## src/rtl/traffic_light_fsm_param_if.sv

```systemverilog
// traffic_light_fsm_param_if: bundles the traffic-light controller's strobes, requests and display/light outputs
// Ports (as signals):
//   tick_en, night_mode, ped_req_a, ped_req_b   controller inputs
//   A_lights, B_lights, Astate, Bstate          light bits and display codes
//   Acountdown, Bcountdown                      per-road countdowns (CNT_W bits)
//   ped_wait_a, ped_wait_b                      latched pedestrian requests
// Modports: master drives the inputs, slave is the controller.
interface traffic_light_fsm_param_if #(parameter int CNT_W = 7);
    logic             tick_en;
    logic             night_mode;
    logic             ped_req_a;
    logic             ped_req_b;
    logic [3:0]       A_lights;
    logic [3:0]       B_lights;
    logic [3:0]       Astate;
    logic [3:0]       Bstate;
    logic [CNT_W-1:0] Acountdown;
    logic [CNT_W-1:0] Bcountdown;
    logic             ped_wait_a;
    logic             ped_wait_b;
    modport master (
        output tick_en, night_mode, ped_req_a, ped_req_b,
        input  A_lights, B_lights, Astate, Bstate, Acountdown, Bcountdown, ped_wait_a, ped_wait_b
    );
    modport slave (
        input  tick_en, night_mode, ped_req_a, ped_req_b,
        output A_lights, B_lights, Astate, Bstate, Acountdown, Bcountdown, ped_wait_a, ped_wait_b
    );
endinterface

```

## src/rtl/traffic_light_fsm_param.sv

```systemverilog
// traffic_light_fsm_param: two-road traffic light with all-red clearance, pedestrian shortening and flashing night mode
// Ports:
//   clk  system clock
//   rst  asynchronous active-low reset
//   bus  traffic_light_fsm_param_if.slave: tick_en/night_mode/ped_req_* in; lights, state codes,
//        saturated countdowns and ped_wait_* out (all outputs registered)
module traffic_light_fsm_param #(
    parameter int G_A_TIME = 25,
    parameter int G_B_TIME = 15,
    parameter int Y_TIME   = 5,
    parameter int R_TIME   = 2,
    parameter int PED_MIN  = 5,
    parameter int CNT_W    = 7
) (
    input  logic                           clk,
    input  logic                           rst,
    traffic_light_fsm_param_if.slave       bus
);
    typedef enum logic [2:0] {AG, AY, AR, BG, BY, BR, NT} state_t;

    state_t           r_state, w_state;
    logic [31:0]      r_cnt, w_cnt;
    logic             r_flash, w_flash;
    logic             r_wait_a, w_wait_a, r_wait_b, w_wait_b;
    logic [3:0]       r_a_lights, r_b_lights, r_astate, r_bstate;
    logic [3:0]       w_a_lights, w_b_lights, w_astate, w_bstate;
    logic [CNT_W-1:0] r_acd, r_bcd;
    logic [31:0]      w_a_full, w_b_full;

    function automatic logic [CNT_W-1:0] sat(input logic [31:0] v);
        return ((v >> CNT_W) != 0) ? {CNT_W{1'b1}} : v[CNT_W-1:0];
    endfunction

    always_comb begin
        w_state  = r_state;
        w_cnt    = r_cnt;
        w_flash  = r_flash;
        w_wait_a = r_wait_a | (bus.ped_req_a && r_state != NT);
        w_wait_b = r_wait_b | (bus.ped_req_b && r_state != NT);
        if (bus.tick_en) begin
            // night entry outranks both phase expiry and pedestrian shortening
            if (r_state != NT && bus.night_mode) begin
                w_state  = NT;
                w_flash  = 1'b1;
                w_wait_a = 1'b0;
                w_wait_b = 1'b0;
            end else if (r_state == NT) begin
                if (bus.night_mode) w_flash = ~r_flash;
                else begin
                    w_state = BR;
                    w_cnt   = R_TIME;
                end
            end else if (r_cnt == 1) begin
                case (r_state)
                    AG:      begin w_state = AY; w_cnt = Y_TIME; w_wait_a = 1'b0; end
                    AY:      begin w_state = AR; w_cnt = R_TIME; end
                    AR:      begin w_state = BG; w_cnt = G_B_TIME; end
                    BG:      begin w_state = BY; w_cnt = Y_TIME; w_wait_b = 1'b0; end
                    BY:      begin w_state = BR; w_cnt = R_TIME; end
                    default: begin w_state = AG; w_cnt = G_A_TIME; end
                endcase
            end else if ((r_state == AG && r_wait_a || r_state == BG && r_wait_b) && r_cnt > PED_MIN) begin
                w_cnt = PED_MIN;
            end else begin
                w_cnt = r_cnt - 1;
            end
        end
    end

    // outputs decoded from the next state so the registered copies track the state register
    always_comb begin
        w_a_lights = 4'b0001;
        w_b_lights = 4'b0001;
        w_astate   = 4'd2;
        w_bstate   = 4'd2;
        w_a_full   = w_cnt;
        w_b_full   = w_cnt;
        case (w_state)
            AG: begin w_a_lights = 4'b0100; w_b_lights = 4'b1001; w_astate = 4'd0; w_b_full = w_cnt + Y_TIME + R_TIME; end
            AY: begin w_a_lights = 4'b0010; w_astate = 4'd1; w_b_full = w_cnt + R_TIME; end
            AR: w_a_full = w_cnt + G_B_TIME + Y_TIME + R_TIME;
            BG: begin w_b_lights = 4'b0100; w_a_lights = 4'b1001; w_bstate = 4'd0; w_a_full = w_cnt + Y_TIME + R_TIME; end
            BY: begin w_b_lights = 4'b0010; w_bstate = 4'd1; w_a_full = w_cnt + R_TIME; end
            BR: w_b_full = w_cnt + G_A_TIME + Y_TIME + R_TIME;
            default: begin
                w_a_lights = {2'b00, w_flash, 1'b0};
                w_b_lights = {2'b00, w_flash, 1'b0};
                w_astate   = 4'd3;
                w_bstate   = 4'd3;
                w_a_full   = '0;
                w_b_full   = '0;
            end
        endcase
    end

    always_ff @(posedge clk or negedge rst) begin
        if (!rst) begin
            r_state    <= AG;
            r_cnt      <= G_A_TIME;
            r_flash    <= 1'b0;
            r_wait_a   <= 1'b0;
            r_wait_b   <= 1'b0;
            r_a_lights <= 4'b0100;
            r_b_lights <= 4'b0001;
            r_astate   <= 4'd0;
            r_bstate   <= 4'd2;
            r_acd      <= sat(32'(G_A_TIME));
            r_bcd      <= sat(32'(G_A_TIME + Y_TIME + R_TIME));
        end else begin
            r_state    <= w_state;
            r_cnt      <= w_cnt;
            r_flash    <= w_flash;
            r_wait_a   <= w_wait_a;
            r_wait_b   <= w_wait_b;
            r_a_lights <= w_a_lights;
            r_b_lights <= w_b_lights;
            r_astate   <= w_astate;
            r_bstate   <= w_bstate;
            r_acd      <= sat(w_a_full);
            r_bcd      <= sat(w_b_full);
        end
    end

    assign bus.A_lights   = r_a_lights;
    assign bus.B_lights   = r_b_lights;
    assign bus.Astate     = r_astate;
    assign bus.Bstate     = r_bstate;
    assign bus.Acountdown = r_acd;
    assign bus.Bcountdown = r_bcd;
    assign bus.ped_wait_a = r_wait_a;
    assign bus.ped_wait_b = r_wait_b;
endmodule
```

## src/flat_wrapper.sv

```systemverilog
// flat-port wrapper written by rule: the top's interface ports become plain ports
module traffic_light_fsm_param_flat 
#(
    parameter int G_A_TIME = 25,
    parameter int G_B_TIME = 15,
    parameter int Y_TIME   = 5,
    parameter int R_TIME   = 2,
    parameter int PED_MIN  = 5,
    parameter int CNT_W    = 7
)
  (clk, rst, bus_tick_en, bus_night_mode, bus_ped_req_a, bus_ped_req_b, bus_A_lights, bus_B_lights, bus_Astate, bus_Bstate, bus_Acountdown, bus_Bcountdown, bus_ped_wait_a, bus_ped_wait_b);
  traffic_light_fsm_param_if #(.CNT_W(CNT_W)) bus_i ();
  input  logic clk;
  input  logic rst;
  input wire logic [$bits(bus_i.tick_en)-1:0] bus_tick_en;
  input wire logic [$bits(bus_i.night_mode)-1:0] bus_night_mode;
  input wire logic [$bits(bus_i.ped_req_a)-1:0] bus_ped_req_a;
  input wire logic [$bits(bus_i.ped_req_b)-1:0] bus_ped_req_b;
  output wire logic [$bits(bus_i.A_lights)-1:0] bus_A_lights;
  output wire logic [$bits(bus_i.B_lights)-1:0] bus_B_lights;
  output wire logic [$bits(bus_i.Astate)-1:0] bus_Astate;
  output wire logic [$bits(bus_i.Bstate)-1:0] bus_Bstate;
  output wire logic [$bits(bus_i.Acountdown)-1:0] bus_Acountdown;
  output wire logic [$bits(bus_i.Bcountdown)-1:0] bus_Bcountdown;
  output wire logic [$bits(bus_i.ped_wait_a)-1:0] bus_ped_wait_a;
  output wire logic [$bits(bus_i.ped_wait_b)-1:0] bus_ped_wait_b;
  assign bus_i.tick_en = bus_tick_en;
  assign bus_i.night_mode = bus_night_mode;
  assign bus_i.ped_req_a = bus_ped_req_a;
  assign bus_i.ped_req_b = bus_ped_req_b;
  assign bus_A_lights = bus_i.A_lights;
  assign bus_B_lights = bus_i.B_lights;
  assign bus_Astate = bus_i.Astate;
  assign bus_Bstate = bus_i.Bstate;
  assign bus_Acountdown = bus_i.Acountdown;
  assign bus_Bcountdown = bus_i.Bcountdown;
  assign bus_ped_wait_a = bus_i.ped_wait_a;
  assign bus_ped_wait_b = bus_i.ped_wait_b;
  traffic_light_fsm_param #(.G_A_TIME(G_A_TIME), .G_B_TIME(G_B_TIME), .Y_TIME(Y_TIME), .R_TIME(R_TIME), .PED_MIN(PED_MIN), .CNT_W(CNT_W)) u_core (.clk(clk), .rst(rst), .bus(bus_i));
endmodule
```

## config.mk

```make
export PLATFORM = sky130hd
export DESIGN_NAME = traffic_light_fsm_param_flat
export DESIGN_NICKNAME = d
export VERILOG_FILES = /design/src/rtl/traffic_light_fsm_param_if.sv /design/src/rtl/traffic_light_fsm_param.sv /design/src/flat_wrapper.sv
export SDC_FILE = /design/constraint.sdc
export NUM_CORES = 1
export LEC_CHECK = 0
export BUFFER_PORTS_ARGS = -buffer_cell sky130_fd_sc_hd__buf_2
export CORE_MARGIN = 2
export CORE_UTILIZATION = 40
export DETAILED_ROUTE_END_ITERATION = 16
export PLACE_DENSITY_LB_ADDON = 0.3
export SLEW_MARGIN = 20
export SYNTH_ARGS = -nofsm -noshare
export SYNTH_HDL_FRONTEND = slang
export SYNTH_SLANG_ARGS = --single-unit
```

## constraint.sdc

```tcl
create_clock -name clk -period 7.04 [get_ports clk]
set_input_delay 1.408 -clock clk [delete_from_list [all_inputs] [get_ports clk]]
set_output_delay 1.408 -clock clk [all_outputs]
set_load 0.01 [all_outputs]
```

; ---- Word level (Yosys, flattened, before mapping)
; Cells that the tools add are included.
[op_classes]
mul = 0
shift = 0
n_addsub = 10
n_lt_le_gt_ge = 1
div = 0
n_eq_ne = 12
n_mux = 35
bitwise_logic = 3
reduce_logical = 19
[op_table]
columns = op, n
row1 = $pmux 32 s4, 2
row2 = $mux 32, 6
row3 = $add 32x2->32 const B, 4
row4 = $add 32x3->32 const B, 3
row5 = $reduce_bool 32->1, 2
row6 = $add 32x4->32 const B, 1
row7 = $add 32x5->32 const B, 1
row8 = $eq 32x1->1 const B, 1
row9 = $gt 32x3->1 const B, 1
row10 = $pmux 4 s4, 2
row11 = $sub 32x1->32 const B, 1
row12 = $mux 3, 5
row13 = $pmux 3 s5, 1
row14 = $pmux 5 s3, 1
row15 = $mux 1, 14
row16 = $mux 7, 2
row17 = $eq 3x2->1 const B, 4
row18 = $eq 3x3->1 const B, 4
row19 = $pmux 2 s3, 2
row20 = $reduce_or 3->1, 4
row21 = $reduce_or 4->1, 2
row22 = $eq 3x1->1 const B, 2
row23 = $logic_and 1x1->1, 6
row24 = $logic_not 3->1, 2
row25 = other kinds (5), 7
[totals]
rom_bits = 0
regBits = 64
latch_bits = 0
out_inout_bits = 32
mem_bits_rw = 0
memories = 0
wordCells = 91

; ---- Longest topological paths before layout
; Gate-level depths: netlist of the first run.
[logic_depth]
word_depth = 15
depth_mapped = 23
ltp_nobuf = 19

; ---- Worst setup path before layout of the first run
; Ideal clock, no wire load.
[synth_path]
path_type = input -> register
start = input bus_night_mode
end = register u_core.r_bcd[0], in the netlist u_core.bus.Bcountdown[0]
setup_time_ns = 0.153
t_arrival_ns = 5.519
path_slack_ns = 1.368
stages = 16
path_cell_list = nand2b_1 -> clkbuf_1 -> clkbuf_1 -> clkbuf_1 -> clkbuf_1 -> a21oi_1 -> inv_1 -> ha_1 -> clkinv_1 -> or4_1 -> or3_1 -> nor2_1 -> mux2i_1 -> nand4_1 -> o311ai_4 -> nand4_1
[synth_via]
elab_chain_len = 10
elab_cells_between_ends = 25
classes_between = 6 x add/sub / 5 x eq/ne / 10 x mux / 4 x reduce/logical
[synth_lines]
columns = element, line
row1 = "start, declared", flat_wrapper.sv:16  ; input wire logic [$bits(bus_i.night_mode)-1:0] bus_night_mode;
row2 = $mux 32, traffic_light_fsm_param.sv:48  ; if (bus.night_mode) w_flash = ~r_flash;
row3 = $mux 32, traffic_light_fsm_param.sv:47  ; end else if (r_state == NT) begin
row4 = $mux 32 (*), traffic_light_fsm_param.sv:42  ; if (r_state != NT && bus.night_mode) begin
row5 = $mux 32 (*), traffic_light_fsm_param.sv:40  ; if (bus.tick_en) begin
row6 = via u_core.w_cnt[6], traffic_light_fsm_param.sv:22  ; logic [31:0] r_cnt, w_cnt;
row7 = $add 32x5->32, traffic_light_fsm_param.sv:84  ; BR: w_b_full = w_cnt + G_A_TIME + Y_TIME + R_TIME;
row8 = $add 32x3->32, traffic_light_fsm_param.sv:84
row9 = $add 32x2->32, traffic_light_fsm_param.sv:84
row10 = $pmux 32 s4 (*), traffic_light_fsm_param.sv:78  ; case (w_state)
row11 = $reduce_bool 32->1 (*), traffic_light_fsm_param.sv:31  ; return ((v >> CNT_W) != 0) ? {CNT_W{1'b1}} : v[CNT_W-1:0];
row12 = $mux 7 (*), traffic_light_fsm_param.sv:31
row13 = "end signal, assigned", traffic_light_fsm_param.sv:108  ; r_bcd <= sat(32'(G_A_TIME + Y_TIME + R_TIME));
row14 = "end signal, assigned", traffic_light_fsm_param.sv:120  ; r_bcd <= sat(w_b_full);
row15 = "end, declared", traffic_light_fsm_param.sv:27  ; logic [CNT_W-1:0] r_acd, r_bcd;
; The timed path passes the listed nets; every way through them passes the cells marked *.

; ---- Final worst setup path of the first run
[layout_path]
start = register u_core.r_cnt[11]
end = register u_core.r_bcd[6], in the netlist u_core.bus.Bcountdown[6]
[layout_via]
elab_chain_len = 13
elab_cells_between_ends = 30
classes_between = 7 x add/sub / 1 x order compare / 6 x eq/ne / 12 x mux / 4 x reduce/logical
[layout_lines]
columns = element, line
row1 = "start, declared", traffic_light_fsm_param.sv:22
row2 = "start signal, assigned", traffic_light_fsm_param.sv:111  ; r_cnt <= w_cnt;
row3 = $gt 32x3->1, traffic_light_fsm_param.sv:62  ; end else if ((r_state == AG && r_wait_a || r_state == BG && r_wait_b) && r_cnt > PED_MIN) begin
row4 = $logic_and 1x1->1, traffic_light_fsm_param.sv:62
row5 = $mux 32, traffic_light_fsm_param.sv:62
row6 = $mux 32 (*), traffic_light_fsm_param.sv:53  ; end else if (r_cnt == 1) begin
row7 = $mux 32 (*), traffic_light_fsm_param.sv:47
row8 = $mux 32 (*), traffic_light_fsm_param.sv:42
row9 = $mux 32 (*), traffic_light_fsm_param.sv:40
row10 = via u_core.w_cnt[1], traffic_light_fsm_param.sv:22
row11 = $add 32x5->32, traffic_light_fsm_param.sv:84
row12 = $add 32x3->32, traffic_light_fsm_param.sv:84
row13 = $add 32x2->32, traffic_light_fsm_param.sv:84
row14 = $pmux 32 s4 (*), traffic_light_fsm_param.sv:78
row15 = $reduce_bool 32->1, traffic_light_fsm_param.sv:31
row16 = $mux 7 (*), traffic_light_fsm_param.sv:31
; Marked as above.

==> results of run 1 <==
[per-layer routing]
metal  global-route usage [%]  part of all wire (%)  vias up
li1                         -                     -     4153
met1                     46.9                    43     4366
met2                     46.2                    41      680
met3                     5.93                    10      139
met4                     14.0                   5.0        0
met5                        0                     0        -
[logic make-up (layout without fill, tap and decap cells)]
group | after synthesis | in the layout | synth area share [%]
AND/OR/NAND/NOR | 471 | 471 | 31.8
AO/OA/AOI/OAI | 354 | 354 | 33.6
flip-flops | 64 | 64 | 20.8
adder cells (fa/ha/maj) | 6 | 6 | 0.967
multiplexers | 10 | 10 | 1.37
XOR/XNOR | 38 | 38 | 4.29
other | 1 | 4 | 0.0483
buffers and inverters | 127 | 138 | 7.14
[flip-flops by register name, indices dropped and copies added (netlist names)]
signal	count
u_core.r_cnt	32
u_core.bus.Acountdown	7
u_core.bus.Bcountdown	7
u_core.bus.A_lights	4
u_core.bus.B_lights	4
u_core.r_state	3
u_core.bus.Astate	2
u_core.bus.Bstate	2
u_core.bus.ped_wait_a	1
u_core.bus.ped_wait_b	1
u_core.r_flash	1
[per-stage QoR]
stage	power [mW]	util (%)	instances
after global routing	2.47	45.2	1345
after global placement	1.80	43.5	1329
after detailed placement	1.78	43.5	1329
after floorplan	1.39	-	1074
final	2.36	45.2	1345
after CTS	2.31	45.2	1345
[area by class of cell]
type / instances / share of cell area (%)
clock buffer: 9 / 2.64
clock inverter: 7 / 1.20
inverter: 50 / 2.26
multi-input combinational: 883 / 65.9
sequential: 64 / 18.9
tap: 260 / 3.81
timing repair buffer: 72 / 5.36
[synth_stat cells (13+ instances only)]
cell type,instances
nand2_1,107
nor2_1,88
a21oi_1,61
nor3_1,55
o21ai_0,55
clkbuf_1,54
dfrtp_1,54
nand4_1,50
nand3_1,44
inv_1,42
xnor2_1,30
nor4_1,27
a31oi_1,25
o31ai_1,23
o22ai_1,21
and2_1,19
a211oi_1,15
o211ai_1,14
or3_1,13
[power breakdown]
part	switching (mW)	internal, mW	leakage (nW)
sequential	0.123	0.474	0.742
combinational	0.843	0.403	2.01
clock	0.204	0.314	0.157
[worst max-delay path, cell delays in order (launching register included)]
cell	delay, ns
dfrtp_1	0.48
or4_4	0.61
or4_4	0.69
o41a_1	0.68
a2111oi_4	0.42
nor2_2	0.19
inv_4	0.14
ha_1	0.26
inv_1	0.12
nor3_1	0.21
o211ai_1	0.12
buf_4	0.22
or4_1	0.54
or3_1	0.36
nor2_1	0.15
mux2i_1	0.21
nand4_1	0.25
o311ai_4	0.50
nand4_1	0.16
[final timing paths]
path                                                       to  slack, ns  cells after the start
max                        u_core.bus.Bcountdown[6]$_DFF_PN0_       0.54                     18
min                           u_core.bus.ped_wait_a$_DFF_PN0_       0.57                      2
max reg2reg                u_core.bus.Bcountdown[6]$_DFF_PN0_       0.54                     18
min reg2reg                   u_core.bus.ped_wait_a$_DFF_PN0_       0.57                      2
max in group asynchronous  u_core.bus.Acountdown[6]$_DFF_PN0_       5.18                      2
min in group asynchronous          u_core.r_cnt[26]$_DFF_PN0_       1.25                      2
[cells in the final DEF (no fill, tap or decap), drive strengths merged, types with 13 or more instances in the layout]
master and n:
o211ai 14, nor3 59, inv 45, dfrtp 54, nand2 107, nand3 44
a21oi 61, o22ai 21, or3 13, nor2 90, o21ai 60, or4 14
and2 19, buf 72, xnor2 30, a31oi 25, a211oi 16, nor4 30
o31ai 28, nand4 51
==> flow_metrics.py, run 1 <==
metrics = {
    "detailed_routing": {
        "drt.antenna.violating_nets": 0,
        "drt-wirelength-per-cell_um": 24.6,
        "drt_pre_antenna_iters": 6,
        "detailroute.via_count": 9338,
        "avgViaCountPerCell": 6.94,
        "drt-initial-drc-count": 1506,
        "drt_drc_violations_left": 0,
        "wirelength_um": 33100,
    },
    "clocking": {
        "cts_buffers": 9,
        "cts.root.buffer_cell": "clkbuf_16",
        "clk_latency_ns": 0.35,
        "clock-sinks": 64,
        "postCtsResizedCells": 0,
        "clock_path_buffers": 2,
        "cts_tree": "built",
        "htreeDepth": 3,
        "post-cts-setup-buffers": 0,
        "clk_pin_slew_ns": 0.07,
        "hold_buf_cts": 0,
    },
    "placement": {
        "finalWeightedCongestion": 1.02,
        "dp_hpwl_um": 24600,
        "detailed_place.area_sq_um": 8220,
        "number_of_buffer_cells_added_on_primary_ports": 33,
        "dpl_worst_slack_ns": 0.664,
    },
    "timing": {
        "setup_ws_ns": 0.539,
        "period_minus_slack_ns": 6.50,
        "period_share_pct": 92.3,
        "slew_headroom_pct": 34.1,
        "fin_hold_ws_ns": 0.567,
        "timing_hold_violations_final": 0,
        "total_negative_slack_for_setup_checks_ns": 0,
        "rsz0062_at_grt": "false",
        "tightest_slew_ns": 0.982,
        "setup-violations-final": 0,
        "fmax_mhz": 154,
        "clock_skew_ns": 0.0132,
        "timing.final.max_slew_violations": 0,
    },
    "critical_path": {
        "cp_data_arrival_time_ns": 6.69,
        "setup.worst_path.class": "flop to flop",
        "critical_path.startpoint": "u_core.r_cnt[11]$_DFF_PN0_",
        "worstReg2RegStart": "u_core.r_cnt[11]$_DFF_PN0_",
        "crit_path_start_kind": "flop",
        "worst_ep_required_time_ns": 7.22,
        "maximum_fanout_count_along_the_critical_path": 16,
        "endpoint_kind": "flop",
    },
    "cells_and_area": {
        "nets": 1092,
        "post_route_cells_drive_above_1_share_pct": 14.4,
        "post-route-cell-area_sq_um": 8540,
        "fillers": 1970,
        "multi_input_area_sq_um": 5630,
        "ff_latch_area_sq_um": 1610,
        "layout-area-overhead-vs-synth_pct": 10.0,
        "insertedDiodeCount": 0,
    },
    "synthesis": {
        "area_of_the_mapped_netlist_sq_um": 7760,
        "ys_dominant_reg_cell": "dfrtp_1",
        "synth_top_cell_area_share_pct": 17.4,
        "asyncSetResetFlopFracSynth_pct": 100,
        "synth.top_cells.by_area": "dfrtp_1, nand2_1, nor2_1, nand4_1, a21oi_1",
        "synth.lib_cells_used.distinct": 96,
        "synth_seq_area_share_pct": 20.8,
        "synth.yosys.warnings": 0,
        "postSynthRegisterBits": 64,
        "synth_top_cell_by_area": "dfrtp_1",
        "synth_edf_count": 0,
        "syn-mean-instance-area_sq_um": 7.25,
        "syn_inst": 1071,
    },
    "run": {
        "cap_viol_max_count": 0,
    },
    "pwr": {
        "total_leakage_power_nw": 2.91,
        "peakVddDrop_mv": 0.164,
        "cellPowerDensity_nw_per_um2": 276,
    },
    "floorplanning": {
        "num_io_pins": 38,
        "num_rows": 50,
        "die_w_um": 143,
        "die_area_sq_um": 20500,
        "start_util_pct": 41.1,
        "floorplan.core_area_sq_um": 18900,
        "y_dimension_of_the_die_um": 143,
    },
    "global_routing": {
        "number_of_antenna_violations_at_the_first_check_in_global_routing": 0,
        "grt_first_pass_wirelength_um": 50700,
        "grt_overflow_total": 0,
        "grt_pass1_vias": 8349,
        "pin_count_of_the_biggest_net_entering_global_routing": 65,
        "grt.total_usage_pct": 32.2,
    },
    "hold_path": {
        "min_from": "u_core.bus.ped_wait_a$_DFF_PN0_",
        "timing.hold.worst.class": "flop to flop",
    },
    "outcome": {
        "status": "finished, final reports clean",
    },
}
Note: power is estimated with default switching activity, not from simulation.
==> run 2, diff against run 1 <==
clock period = 5.4 ns   (was 7.04 ns; I/O delays follow)
==> run 2 against run 1 <==
  * Sequential power up 20%
  * Count of clock-buffer cells in the layout grew 1
  * Clock skew grew 0.0017 ns
  * Wire length is 6.8% higher
  * Combinational power rose by 54%
  * First-iteration DRC count shrank 2.6%
  * Critical endpoint is now u_core.bus.Bcountdown[1]$_DFF_PN0_
  * Largest power group unchanged
  * Highest routed layer unchanged
==> flow_metrics.py, run 2 (synthesized netlist as in run 1, its figures left out) <==
metrics = {
    "cells_and_area": {
        "mostFrequentLayoutCell": "buf_4",
        "post_route_cells_drive_above_1_share_pct": 23.1,
        "utilization_pct": 49.8,
        "largest_register_ffs": 32,
        "nets": 1201,
        "layout-area-overhead-vs-synth_pct": 21.3,
        "insertedDiodeCount": 0,
        "largest_register_by_flop_count": "u_core.r_cnt",
        "final_cell_mix": "buf_4, nand2_1, nor2_1, a21oi_1",
    },
    "pwr": {
        "pwr-share-comb_pct": 60.2,
        "peakVddDrop_mv": 0.205,
        "p_sw_mw": 1.58,
        "switching_share_pct": 49.2,
        "power.sequential.fraction_pct": 22.3,
        "design_power_total_mw": 3.21,
        "intPower_mw": 1.63,
        "total_leakage_power_nw": 3.41,
        "p_clk_share_pct": 17.5,
        "cellPowerDensity_nw_per_um2": 341,
    },
    "clocking": {
        "clk_pin_slew_ns": 0.06,
        "htreeDepth": 3,
        "cts.root.buffer_cell": "clkbuf_16",
        "cts_tree": "built",
        "clock-sinks": 64,
        "clock_path_buffers": 2,
        "cts_buffers": 9,
        "clk_latency_ns": 0.35,
    },
    "timing": {
        "setup-violations-final": 0,
        "fin_hold_ws_ns": 0.588,
        "fmax_mhz": 192,
        "timing.final.max_slew_violations": 0,
        "timing_hold_violations_final": 0,
        "slew_headroom_pct": 37.7,
        "clock_skew_ns": 0.0149,
        "period_share_pct": 96.5,
        "period_minus_slack_ns": 5.21,
        "tightest_slew_ns": 0.934,
    },
    "detailed_routing": {
        "drt-initial-drc-count": 1467,
        "wirelength_um": 35400,
        "highest-signal-layer": "met4",
        "detail_route.wirelength.met1_um": 15900,
        "drt_pre_antenna_iters": 5,
        "met3RoutedLength_um": 3570,
        "drt-wirelength-per-cell_um": 24.3,
        "detailroute.via_count": 9652,
        "drt_drc_violations_left": 0,
        "dr_wl_met2_um": 14800,
        "avgViaCountPerCell": 6.64,
        "drt.antenna.violating_nets": 0,
    },
    "floorplanning": {
        "floorplan.core_area_sq_um": 18900,
        "die_area_sq_um": 20500,
        "num_rows": 50,
        "y_dimension_of_the_die_um": 143,
        "start_util_pct": 41.1,
        "die_w_um": 143,
        "num_io_pins": 38,
    },
    "outcome": {
        "status": "finished, final reports clean",
    },
    "critical_path": {
        "maximum_fanout_count_along_the_critical_path": 7,
        "crit_path_start_kind": "flop",
        "cp_data_arrival_time_ns": 5.41,
        "setup.worst_path.class": "flop to flop",
        "worst_ep_required_time_ns": 5.60,
        "endpoint_kind": "flop",
    },
    "global_routing": {
        "grt_first_pass_wirelength_um": 53700,
        "grt_pass1_vias": 8658,
        "pin_count_of_the_biggest_net_entering_global_routing": 37,
        "number_of_antenna_violations_at_the_first_check_in_global_routing": 0,
        "grt.total_usage_pct": 34.5,
        "grt_overflow_total": 0,
    },
    "placement": {
        "number_of_buffer_cells_added_on_primary_ports": 33,
        "dp_hpwl_um": 28000,
        "finalWeightedCongestion": 1.02,
    },
    "hold_path": {
        "timing.hold.worst.class": "flop to flop",
    },
    "run": {
        "cap_viol_max_count": 0,
    },
}
[run 2: changes by cell type in the layout (fill, tap and decap cells not counted), sizes merged]
| cell | change |
|---|---|
| inv | -2 |
| clkinv | +1 |
| buf | +109 |
| clkbuf | +1 |
| bufinv | -2 |
| clkinvlp | +2 |
[run 2: metrics by stage]
stage          area, sq um  setup slack (ns)  std cells  TNS [ns]
6_report              9420             0.191       1454         0
5_1_grt               9420           -0.0325       1454    -0.129
4_1_cts               9310            0.0107       1449         0
3_5_place_dp          9020            0.0438       1433         0
3_3_place_gp          9020             0.171       1433         0
2_1_floorplan         7790           0.00235       1074         0
[run 2: critical path, stage by stage (launching register included)]
cell       delay [ns]
dfrtp_1          0.38
or4_4            0.54
or4_4            0.53
o41a_1           0.43
a2111oi_4        0.44
nor2_4           0.07
inv_4            0.07
ha_4             0.14
inv_2            0.05
nor3_2           0.15
o211ai_1         0.15
or4_4            0.59
or3_4            0.36
nor2_4           0.11
mux2i_1          0.20
nand4_1          0.15
buf_6            0.17
o311ai_4         0.40
nand4_1          0.15
[run 2: per-layer routing]
| layer | vias to the layer above | GRT usage (%) |
|---|---|---|
| li1 | 4392 | - |
| met1 | 4537 | 51.9 |
| met2 | 641 | 50.0 |
| met3 | 82 | 6.23 |
| met4 | 0 | 10.5 |
| met5 | - | 0 |
[run 2: what timing repair did]
item                       CTS  global route
setup endpoints to repair    0            14
gates resized for setup      0            17
setup buffers                0             5
hold buffers                 0             0
[run 2: path summary, 6_finish.rpt]
| check | from | endpoint | slack (ns) | cells past startpoint |
|---|---|---|---|---|
| max | u_core.r_cnt[10]$_DFF_PN0_ | u_core.bus.Bcountdown[1]$_DFF_PN0_ | 0.19 | 18 |
| min | u_core.bus.ped_wait_a$_DFF_PN0_ | u_core.bus.ped_wait_a$_DFF_PN0_ | 0.59 | 2 |
| max reg2reg | u_core.r_cnt[10]$_DFF_PN0_ | u_core.bus.Bcountdown[1]$_DFF_PN0_ | 0.19 | 18 |
| min reg2reg | u_core.bus.ped_wait_a$_DFF_PN0_ | u_core.bus.ped_wait_a$_DFF_PN0_ | 0.59 | 2 |
| max in group asynchronous | rst | u_core.bus.Bcountdown[5]$_DFF_PN1_ | 3.68 | 2 |
| min in group asynchronous | rst | u_core.r_cnt[26]$_DFF_PN0_ | 0.77 | 1 |
[run 2: final cells by class]
class / count / area, sq um
clock buffer: 10 / 239
clock inverter: 6 / 45.0
fill: 1939 / 9480
inverter: 50 / 194
multi-input combinational: 883 / 5710
sequential: 64 / 1610
tap: 260 / 325
timing repair buffer: 181 / 1290
[run 2: power by group through the flow]
stage | clock [mW] | sequential, mW | combinational [mW]
final | 0.562 | 0.715 | 1.93
after global routing | 0.593 | 0.729 | 2.06
after CTS | 0.571 | 0.711 | 1.84
after detailed placement | 0 | 0.717 | 1.83
after global placement | 0 | 0.720 | 1.85
after floorplan | 0 | 0.719 | 1.10
==> run 3, diff against run 2 <==
CORE_UTILIZATION = 50   (was 40)
==> run 3 against run 2 <==
  * Core utilization up 11 points
  * Sequential cell count did not move
  * Total power down 0.99%
  * Clock skew fell by 0.0088 ns
  * Cell area is 1.8% lower
  * Count of clock-buffer cells in the layout stayed put
  * Cell count fell by 5.4%
  * Hold slack lost 0.024 ns
  * Highest routed layer unchanged
==> flow_metrics.py, run 3 (synthesized netlist as in run 1, its figures left out) <==
metrics = {
    "detailed_routing": {
        "avgViaCountPerCell": 7.20,
        "met3RoutedLength_um": 4310,
        "drt_drc_violations_left": 0,
        "drt.antenna.violating_nets": 0,
        "detailroute.via_count": 9906,
        "detail_route.wirelength.met1_um": 14500,
        "dr_wl_met2_um": 14200,
        "highest-signal-layer": "met4",
        "wirelength_um": 34300,
        "drt-wirelength-per-cell_um": 24.9,
        "drt-initial-drc-count": 1691,
        "drt_pre_antenna_iters": 6,
    },
    "timing": {
        "period_share_pct": 97.6,
        "total_negative_slack_for_setup_checks_ns": 0,
        "period_minus_slack_ns": 5.27,
        "fmax_mhz": 190,
        "timing_hold_violations_final": 0,
        "timing.final.max_slew_violations": 0,
        "setup_ws_ns": 0.131,
        "tightest_slew_ns": 1.00,
        "slew_headroom_pct": 33.2,
        "clock_skew_ns": 0.00615,
        "setup-violations-final": 0,
    },
    "critical_path": {
        "cell_chain_critical_path": "or4_4 -> or4_4 -> o41a_1 -> a2111oi_4 -> nor2_4 -> inv_4 -> ha_4 -> inv_1 -> nor3_2 -> o211ai_1 -> or4_4 -> or3_1 -> nor2_2 -> mux2i_1 -> nand4_1 -> buf_4 -> o311ai_4 -> buf_6 -> nand4_1",
        "setup.worst_path.class": "flop to flop",
        "worst_ep_required_time_ns": 5.61,
        "critical_path_most_common_cell": "or4_4",
        "cp_data_arrival_time_ns": 5.48,
        "critPathMaxStageDelay_ns": 0.56,
        "cp_top_family": "simple AND/OR/NAND/NOR gates",
        "critical_path.n_buffers_inverters": 4,
        "crit_path_start_kind": "flop",
        "slowest_stage_cell_crit_path": "or4_4",
        "endpoint_kind": "flop",
        "maximum_fanout_count_along_the_critical_path": 7,
    },
    "clocking": {
        "clk_latency_ns": 0.34,
        "cts.root.buffer_cell": "clkbuf_16",
        "hold_buf_cts": 0,
        "clk_pin_slew_ns": 0.06,
        "htreeDepth": 3,
        "cts_buffers": 9,
        "clock-sinks": 64,
        "clock_path_buffers": 2,
        "cts_tree": "built",
    },
    "pwr": {
        "total_leakage_power_nw": 3.40,
        "cellPowerDensity_nw_per_um2": 344,
        "peakVddDrop_mv": 0.225,
    },
    "floorplanning": {
        "start_util_pct": 51.1,
        "num_io_pins": 38,
        "floorplan.core_area_sq_um": 15200,
        "die_area_sq_um": 16500,
        "num_rows": 45,
        "y_dimension_of_the_die_um": 129,
        "die_w_um": 129,
    },
    "global_routing": {
        "number_of_antenna_violations_at_the_first_check_in_global_routing": 0,
        "pin_count_of_the_biggest_net_entering_global_routing": 65,
        "grt.total_usage_pct": 40.7,
        "grt_pass1_vias": 8641,
        "grt_first_pass_wirelength_um": 51400,
        "grt_overflow_total": 0,
    },
    "placement": {
        "placed_cells": 1355,
        "dpl_worst_slack_ns": -0.0249,
        "finalWeightedCongestion": 1.04,
        "number_of_buffer_cells_added_on_primary_ports": 33,
        "dp_hpwl_um": 26600,
    },
    "cells_and_area": {
        "post_route_cells_drive_above_1_share_pct": 22.5,
        "largest_register_by_flop_count": "u_core.r_cnt",
        "final_cell_mix": "buf_4, nand2_1, nor2_1, a21oi_1, o21ai_0",
        "utilization_pct": 60.8,
        "nets": 1194,
        "largest_register_ffs": 32,
        "layout-area-overhead-vs-synth_pct": 19.0,
        "stdcell_count": 1375,
        "insertedDiodeCount": 0,
        "fillers": 1414,
        "mostFrequentLayoutCell": "buf_4",
    },
    "outcome": {
        "status": "finished, final reports clean",
    },
    "hold_path": {
        "timing.hold.worst.class": "flop to flop",
    },
    "run": {
        "cap_viol_max_count": 0,
    },
}
## run 3: cell types whose count changed in the layout (fill, tap and decap cells not counted), sizes merged
cell,delta
buf,-7
clkinvlp,-1
inv,+1
## run 3: area by class of cell
cell class                      instances  area, sq um  share of cell area, %
Sequential cell                        64         1610                   17.5
Tap cell                              188          235                   2.54
Clock buffer                           10          239                   2.59
Inverter                               50          194                   2.10
Timing Repair Buffer                  174         1240                   13.4
Clock inverter                          6         42.5                  0.460
Multi-Input combinational cell        883         5680                   61.4
## run 3: worst paths after layout
check | start | endpoint | slack (ns) | depth (start not counted)
worst max-delay path | u_core.r_cnt[9]$_DFF_PN0_ | u_core.bus.Bcountdown[2]$_DFF_PN0_ | 0.13 | 19
worst max register to register | u_core.r_cnt[9]$_DFF_PN0_ | u_core.bus.Bcountdown[2]$_DFF_PN0_ | 0.13 | 19
worst min-delay path | u_core.bus.ped_wait_a$_DFF_PN0_ | u_core.bus.ped_wait_a$_DFF_PN0_ | 0.56 | 2
min in group asynchronous | rst | u_core.r_cnt[29]$_DFF_PN0_ | 0.90 | 2
worst min register to register | u_core.bus.ped_wait_a$_DFF_PN0_ | u_core.bus.ped_wait_a$_DFF_PN0_ | 0.56 | 2
max in group asynchronous | rst | u_core.bus.Acountdown[6]$_DFF_PN0_ | 3.94 | 2
## run 3: per-stage QoR
stage,power (mW),cell area (sq um),hold WS (ns)
global route,3.32,9240,0.596
CTS,3.10,9180,0.567
floorplan,1.82,7790,0.521
global placement,2.53,8890,0.554
finish,3.18,9240,0.564
detailed placement,2.52,8890,0.543
## run 3: tightest hold or removal path, cell delays in order (launching register included)
cell and delay [ns]:
dfrtp_1 0.36, a21oi_1 0.05, a21oi_1 0.11
## run 3: routing by layer
layer  global-route usage [%]  vias to the layer above
met5                        0                        -
met4                     14.5                        0
met3                     9.23                      102
met2                     58.2                      744
met1                     60.0                     4695
li1                         -                     4365
## run 3: timing repair
item                       4_1_cts  5_1_grt
setup endpoints to repair        6       14
hold endpoints to repair         0        0
pin swaps                        2        4
gates resized for setup          0       10
setup buffers                    2        2
## run 3: power by group
part	internal, mW	switching [mW]
combinational	0.686	1.22
sequential	0.619	0.0972
clock	0.324	0.234
